$ cat src/rtl/cnn_pkg.sv
// Shared types and default sizes for the CNN datapath control blocks.
//   wgt_ctrl_state_t : weight-load sequencer states
//   WGT_ADDR_WIDTH   : default weight-memory word address width
//   WGT_CNT_WIDTH    : default kernel counter width
//   INPUT_WGT_REG    : number of weight-memory banks read in parallel per kernel
package cnn_pkg;

    localparam int WGT_ADDR_WIDTH = 16;
    localparam int WGT_CNT_WIDTH  = 10;
    localparam int INPUT_WGT_REG  = 3;

    typedef enum logic [2:0] {
        ST_IDLE = 3'd0,
        ST_REQ  = 3'd1,
        ST_WAIT = 3'd2,
        ST_LOAD = 3'd3,
        ST_HOLD = 3'd4,
        ST_DONE = 3'd5
    } wgt_ctrl_state_t;

endpackage

$ cat src/rtl/wgt_addr_gen.sv
// Kernel counter and weight-memory address accumulator.
//   clk, rst_n     : clock, async active-low reset
//   load_i         : restart at kernel 0 / base_i, latch num_i
//   step_i         : advance to next kernel (index+1, address+KERNEL_STRIDE)
//   base_i, num_i  : base address and kernel count, used on load_i
//   kernel_idx_o   : current kernel index
//   addr_o         : current bank word address
//   last_o         : current kernel is the final one (num-1)
import cnn_pkg::*;

module wgt_addr_gen #(
    parameter int ADDR_WIDTH    = WGT_ADDR_WIDTH,
    parameter int CNT_WIDTH     = WGT_CNT_WIDTH,
    parameter int KERNEL_STRIDE = 1
) (
    input  logic                  clk,
    input  logic                  rst_n,
    input  logic                  load_i,
    input  logic                  step_i,
    input  logic [ADDR_WIDTH-1:0] base_i,
    input  logic [CNT_WIDTH-1:0]  num_i,
    output logic [CNT_WIDTH-1:0]  kernel_idx_o,
    output logic [ADDR_WIDTH-1:0] addr_o,
    output logic                  last_o
);

    logic [CNT_WIDTH-1:0]  cnt_q,  cnt_d;
    logic [CNT_WIDTH-1:0]  num_q,  num_d;
    logic [ADDR_WIDTH-1:0] addr_q, addr_d;

    always_comb begin
        cnt_d  = cnt_q;
        num_d  = num_q;
        addr_d = addr_q;
        if (load_i) begin
            cnt_d  = '0;
            num_d  = num_i;
            addr_d = base_i;
        end else if (step_i) begin
            cnt_d  = cnt_q + CNT_WIDTH'(1);
            // Running sum instead of idx*stride; wraps modulo 2^ADDR_WIDTH.
            addr_d = addr_q + ADDR_WIDTH'(KERNEL_STRIDE);
        end
    end

    always_ff @(posedge clk or negedge rst_n) begin
        if (!rst_n) begin
            cnt_q  <= '0;
            num_q  <= '0;
            addr_q <= '0;
        end else begin
            cnt_q  <= cnt_d;
            num_q  <= num_d;
            addr_q <= addr_d;
        end
    end

    assign kernel_idx_o = cnt_q;
    assign addr_o       = addr_q;
    assign last_o       = (cnt_q == num_q - CNT_WIDTH'(1));

endmodule

$ cat src/rtl/wgt_load_ctrl.sv
// Kernel-weight load sequencer for the 3x3 PE array weight buffer.
// Each kernel: one parallel read of the weight-memory banks, a wgt_read strobe
// exactly MEM_LATENCY cycles later, then hold until the PE array releases it.
//   clk, rst_n        : clock, async active-low reset
//   start, abort      : start pulse (IDLE only), sync abort (highest priority)
//   base_addr         : address of kernel 0, latched on accepted start
//   num_kernels       : kernels to load, latched on accepted start
//   pe_done           : PE array finished current kernel (HOLD only)
//   mem_rd_en/addr    : read strobe and common address to all banks
//   wgt_read          : load strobe to the weight buffer
//   wgt_valid         : weight buffer holds the current kernel
//   kernel_idx        : kernel being loaded/held
//   busy, done        : not idle / one-cycle completion pulse
//
// state | meaning
// IDLE  | waiting for start
// REQ   | mem_rd_en issued for current kernel
// WAIT  | counting down remaining memory latency
// LOAD  | bank data valid, wgt_read strobe
// HOLD  | kernel in weight buffer, waiting for pe_done
// DONE  | one-cycle done pulse after last kernel
import cnn_pkg::*;

module wgt_load_ctrl #(
    parameter int ADDR_WIDTH    = WGT_ADDR_WIDTH,
    parameter int CNT_WIDTH     = WGT_CNT_WIDTH,
    parameter int KERNEL_STRIDE = 1,
    parameter int MEM_LATENCY   = 2
) (
    input  logic                  clk,
    input  logic                  rst_n,
    input  logic                  start,
    input  logic                  abort,
    input  logic [ADDR_WIDTH-1:0] base_addr,
    input  logic [CNT_WIDTH-1:0]  num_kernels,
    input  logic                  pe_done,
    output logic                  mem_rd_en,
    output logic [ADDR_WIDTH-1:0] mem_rd_addr,
    output logic                  wgt_read,
    output logic                  wgt_valid,
    output logic [CNT_WIDTH-1:0]  kernel_idx,
    output logic                  busy,
    output logic                  done
);

    localparam int LAT_W = $clog2(MEM_LATENCY + 1);

    wgt_ctrl_state_t  state_q;
    logic [LAT_W-1:0] lat_cnt_q;
    logic             mem_rd_en_q;
    logic             wgt_read_q;
    logic             wgt_valid_q;
    logic             busy_q;
    logic             done_q;

    logic             ag_load;
    logic             ag_step;
    logic             ag_last;

    assign ag_load = (state_q == ST_IDLE) && start && !abort;
    assign ag_step = (state_q == ST_HOLD) && pe_done && !abort && !ag_last;

    wgt_addr_gen #(
        .ADDR_WIDTH    (ADDR_WIDTH),
        .CNT_WIDTH     (CNT_WIDTH),
        .KERNEL_STRIDE (KERNEL_STRIDE)
    ) u_addr_gen (
        .clk          (clk),
        .rst_n        (rst_n),
        .load_i       (ag_load),
        .step_i       (ag_step),
        .base_i       (base_addr),
        .num_i        (num_kernels),
        .kernel_idx_o (kernel_idx),
        .addr_o       (mem_rd_addr),
        .last_o       (ag_last)
    );

    // Output flags are registered with the state they belong to, so each
    // strobe is set on the transition into its state.
    always_ff @(posedge clk or negedge rst_n) begin
        if (!rst_n) begin
            state_q     <= ST_IDLE;
            lat_cnt_q   <= '0;
            mem_rd_en_q <= 1'b0;
            wgt_read_q  <= 1'b0;
            wgt_valid_q <= 1'b0;
            busy_q      <= 1'b0;
            done_q      <= 1'b0;
        end else begin
            mem_rd_en_q <= 1'b0;
            wgt_read_q  <= 1'b0;
            done_q      <= 1'b0;
            if (abort && (state_q != ST_IDLE)) begin
                state_q     <= ST_IDLE;
                lat_cnt_q   <= '0;
                wgt_valid_q <= 1'b0;
                busy_q      <= 1'b0;
            end else begin
                case (state_q)
                    ST_IDLE: begin
                        if (start && !abort) begin
                            busy_q <= 1'b1;
                            if (num_kernels == '0) begin
                                state_q <= ST_DONE;
                                done_q  <= 1'b1;
                            end else begin
                                state_q     <= ST_REQ;
                                mem_rd_en_q <= 1'b1;
                            end
                        end
                    end
                    ST_REQ: begin
                        if (MEM_LATENCY == 1) begin
                            state_q    <= ST_LOAD;
                            wgt_read_q <= 1'b1;
                        end else begin
                            state_q   <= ST_WAIT;
                            lat_cnt_q <= LAT_W'(MEM_LATENCY - 1);
                        end
                    end
                    ST_WAIT: begin
                        // Leave as the count hits zero so LOAD lands exactly
                        // MEM_LATENCY cycles after REQ.
                        lat_cnt_q <= lat_cnt_q - LAT_W'(1);
                        if (lat_cnt_q == LAT_W'(1)) begin
                            state_q    <= ST_LOAD;
                            wgt_read_q <= 1'b1;
                        end
                    end
                    ST_LOAD: begin
                        state_q     <= ST_HOLD;
                        wgt_valid_q <= 1'b1;
                    end
                    ST_HOLD: begin
                        if (pe_done) begin
                            wgt_valid_q <= 1'b0;
                            if (ag_last) begin
                                state_q <= ST_DONE;
                                done_q  <= 1'b1;
                            end else begin
                                state_q     <= ST_REQ;
                                mem_rd_en_q <= 1'b1;
                            end
                        end
                    end
                    ST_DONE: begin
                        state_q <= ST_IDLE;
                        busy_q  <= 1'b0;
                    end
                    default: begin
                        state_q     <= ST_IDLE;
                        wgt_valid_q <= 1'b0;
                        busy_q      <= 1'b0;
                    end
                endcase
            end
        end
    end

    assign mem_rd_en = mem_rd_en_q;
    assign wgt_read  = wgt_read_q;
    assign wgt_valid = wgt_valid_q;
    assign busy      = busy_q;
    assign done      = done_q;

endmodule

$ cat config.mk
export PLATFORM = sky130hd
export DESIGN_NAME = wgt_load_ctrl
export DESIGN_NICKNAME = d
export VERILOG_FILES = /design/src/rtl/cnn_pkg.sv /design/src/rtl/wgt_addr_gen.sv /design/src/rtl/wgt_load_ctrl.sv
export SDC_FILE = /design/constraint.sdc
export NUM_CORES = 1
export LEC_CHECK = 0
export ABC_AREA = 1
export BUFFER_PORTS_ARGS = -buffer_cell sky130_fd_sc_hd__buf_4
export CAP_MARGIN = 20
export CORE_MARGIN = 2
export CORE_UTILIZATION = 47
export CTS_CLUSTER_DIAMETER = 60
export DETAILED_ROUTE_END_ITERATION = 16
export PLACE_DENSITY = 0.68
export REMOVE_ABC_BUFFERS = 1
export SLEW_MARGIN = 20
export SYNTH_ARGS = -nofsm -noshare
export SYNTH_HDL_FRONTEND = slang
export SYNTH_SLANG_ARGS = --single-unit
$ cat constraint.sdc
create_clock -name clk -period 5.8 [get_ports clk]
set_clock_uncertainty 0.15 [all_clocks]
set_input_delay 0.58 -clock clk [delete_from_list [all_inputs] [get_ports clk]]
set_output_delay 0.58 -clock clk [all_outputs]
set_load 0.05 [all_outputs]
==> metrics <==
Worst Reg-to-Reg Cells 9; top post-synthesis cells by area dfrtp_1 38%, nand2_1 19%, nand3_1 7.7%; DR vias/cell approximately 5; Peak VDD IR between 0.2 and 0.3 mV; Req. time, crit path roughly 5.9 ns; Clock Tree Buf Depth 2; power density over the cells around 440 nW/um^2; slew margin rel. about two fifths; initial antenna violation count 0; Final ANT Viol Nets 0; Leak Pwr 1.88 nW; Routed WL between 7000 and 8000 um; GRT overflow 0; share of cells above drive strength 1 roughly a fifth; clk root buf clkbuf_8; Fill cells just over 600; crit start category register; Detailed Place HPWL 5120 um; hold-fix buffer count after cts 0; Starting Density between 40% and 50%; ratio of final minimum period to clock period about half; Yosys cell types 35; Tot GR Track Use about a fifth; max-cap violations 0; CTS Buf Count 5; CTS clk-pin slew, worst paths roughly 0.1 ns; Worst R2R End u_addr_gen.addr_o[2]; Antenna diodes 0; FF-to-FF Start state_q[0]; die width around 84 um; via count just under 3000; R2R Setup Slk around 2.9 ns; most frequent cells in the layout 150 x nand2_1, 62 x buf_4, 47 x nand3_1; Clock H-tree levels 2; synth warn 0; Gate Count Post-Synth approximately 430; minimum clock period between 2 and 3 ns; register bit total from synthesis between 40 and 50; # rows 29; drt wl/cell approximately 13 um; synthesis-to-layout area growth 19.7%; core footprint roughly 6300 sq um; post-synthesis sequential area ratio 37.9%; Crit Path Max Fanout between 50 and 60; clk sinks 46; Setup CP Type register to register; leading cell type in the layout, fill and taps excluded nand2_1; postcts setup bufs 0; # port buffers 61; Residual DRC 0; Worst-Skew Late Latency about 0.31 ns; Pre-antenna DRT Iters 4; outcome completed; largest net degree at the start of global routing 58; die height 84.4 um; post-CTS sizing 0; final net count around 520; Mapped Area 3040 sq um; Final Util a little under three fifths; Final setup viols 0; die area between 7000 and 8000 sq um; worst hold path type input port to asynchronous set/reset pin; Final Slew Violations 0; CTS tree yes; top-area cell type share of the netlist area between 30% and 40%; area leader, netlist dfrtp_1; final setup TNS 0 ns; RD Place Congestion approximately 0.83; global-route wire length before repair 12400 um; Top Ports 62; RSZ-0062 raised after global routing no; final hold vios 0; Detailed Route Iter0 Violations 196; number of global-route vias before repair 2724; CP endpoint kind register; Worst Tran Pin Value 0.895 ns; Min Hold Slack roughly 0.12 ns; f_max 340 MHz; data arrival time of the critical path 3.04 ns; Avg Cell Area, Syn roughly 7 sq um
==> flip-flops by register name (all words and copies together), names as in the netlist <==
name and count:
u_addr_gen.kernel_idx_o 10, u_addr_gen.addr_o 16, state_q 3, lat_cnt_q 2, done 1, mem_rd_en 1
wgt_read 1, u_addr_gen.num_q 10, busy 1, wgt_valid 1
==> critical path: stages, from the launching register on <==
cell      delay [ns]
dfrtp_1         0.43
nor2_1          0.10
inv_2           0.10
nor2_4          0.05
nand2_2         0.05
buf_4           0.46
clkinv_1        0.89
o21ai_0         0.47
nand2_1         0.10
nand2_1         0.06
==> layout make-up <==
| type | instances | area, sq um | share of cell area, % |
|---|---|---|---|
| Sequential cell | 46 | 1150 | 31.7 |
| Tap cell | 77 | 96.3 | 2.65 |
| Multi-Input combinational cell | 329 | 1650 | 45.3 |
| Timing Repair Buffer | 62 | 465 | 12.8 |
| Clock buffer | 5 | 68.8 | 1.89 |
| Clock inverter | 3 | 45.0 | 1.24 |
| Inverter | 43 | 161 | 4.44 |
==> logic make-up (layout without fill, tap and decap cells) <==
logic type | after synthesis | in the layout | share of synthesized area [%]
XOR/XNOR | 21 | 21 | 6.51
AND/OR/NAND/NOR | 267 | 267 | 39.3
flip-flops | 46 | 46 | 37.9
adder cells (fa/ha/maj) | 4 | 4 | 1.65
AO/OA/AOI/OAI | 37 | 37 | 6.67
buffers and inverters | 59 | 113 | 7.99
==> routing by layer <==
| layer | GRT usage [%] | vias up | part of all wire, % |
|---|---|---|---|
| met5 | 0 | - | 0 |
| met4 | 6.49 | 0 | 1.3 |
| met3 | 3.44 | 9 | 4.5 |
| met2 | 36.4 | 68 | 49 |
| met1 | 27.8 | 1334 | 46 |
| li1 | - | 1499 | - |
==> through the flow <==
stage          instance area [sq um]  worst slack (ns)  instances  power, mW
2_1_floorplan                   2960              2.55        418       1.14
3_3_place_gp                    3520              2.76        557       1.36
3_5_place_dp                    3520              2.69        557       1.38
4_1_cts                         3630              2.90        565       1.63
5_1_grt                         3630              2.60        565       1.75
6_report                        3630              2.86        565       1.61
==> Yosys cell counts, drive strengths merged <==
cell    instances
clkinv          1
a21oi           6
o31ai           2
nand3          49
a211oi          2
nand4          16
or2             1
and2            1
o21ai          23
clkbuf          8
buf             8
nor2           35
o21a            1
nand2         155
and3            1
inv            42
nor4            2
xnor2           8
nor3            5
ha              4
a31oi           2
xnor3           1
nand3b          2
o21bai          1
xor2           12
dfrtp          46
==> worst max path at each step <==
stage	startpoint	endpoint	slack (ns)
after floorplan	abort	u_addr_gen.addr_o[8]	2.55
after global placement	abort	u_addr_gen.addr_o[8]	2.76
after detailed placement	abort	u_addr_gen.addr_o[2]	2.69
after CTS	state_q[0]	u_addr_gen.addr_o[2]	2.90
after global routing	state_q[0]	u_addr_gen.addr_o[11]	2.60
final	state_q[0]	u_addr_gen.addr_o[2]	2.86
==> power breakdown <==
group / internal (mW) / switching (mW)
Clock: 0.128 / 0.117
Combinational: 0.278 / 0.541
Sequential: 0.421 / 0.129
Total: 0.828 / 0.787
No activity file was read; power rests on OpenSTA's default activity.
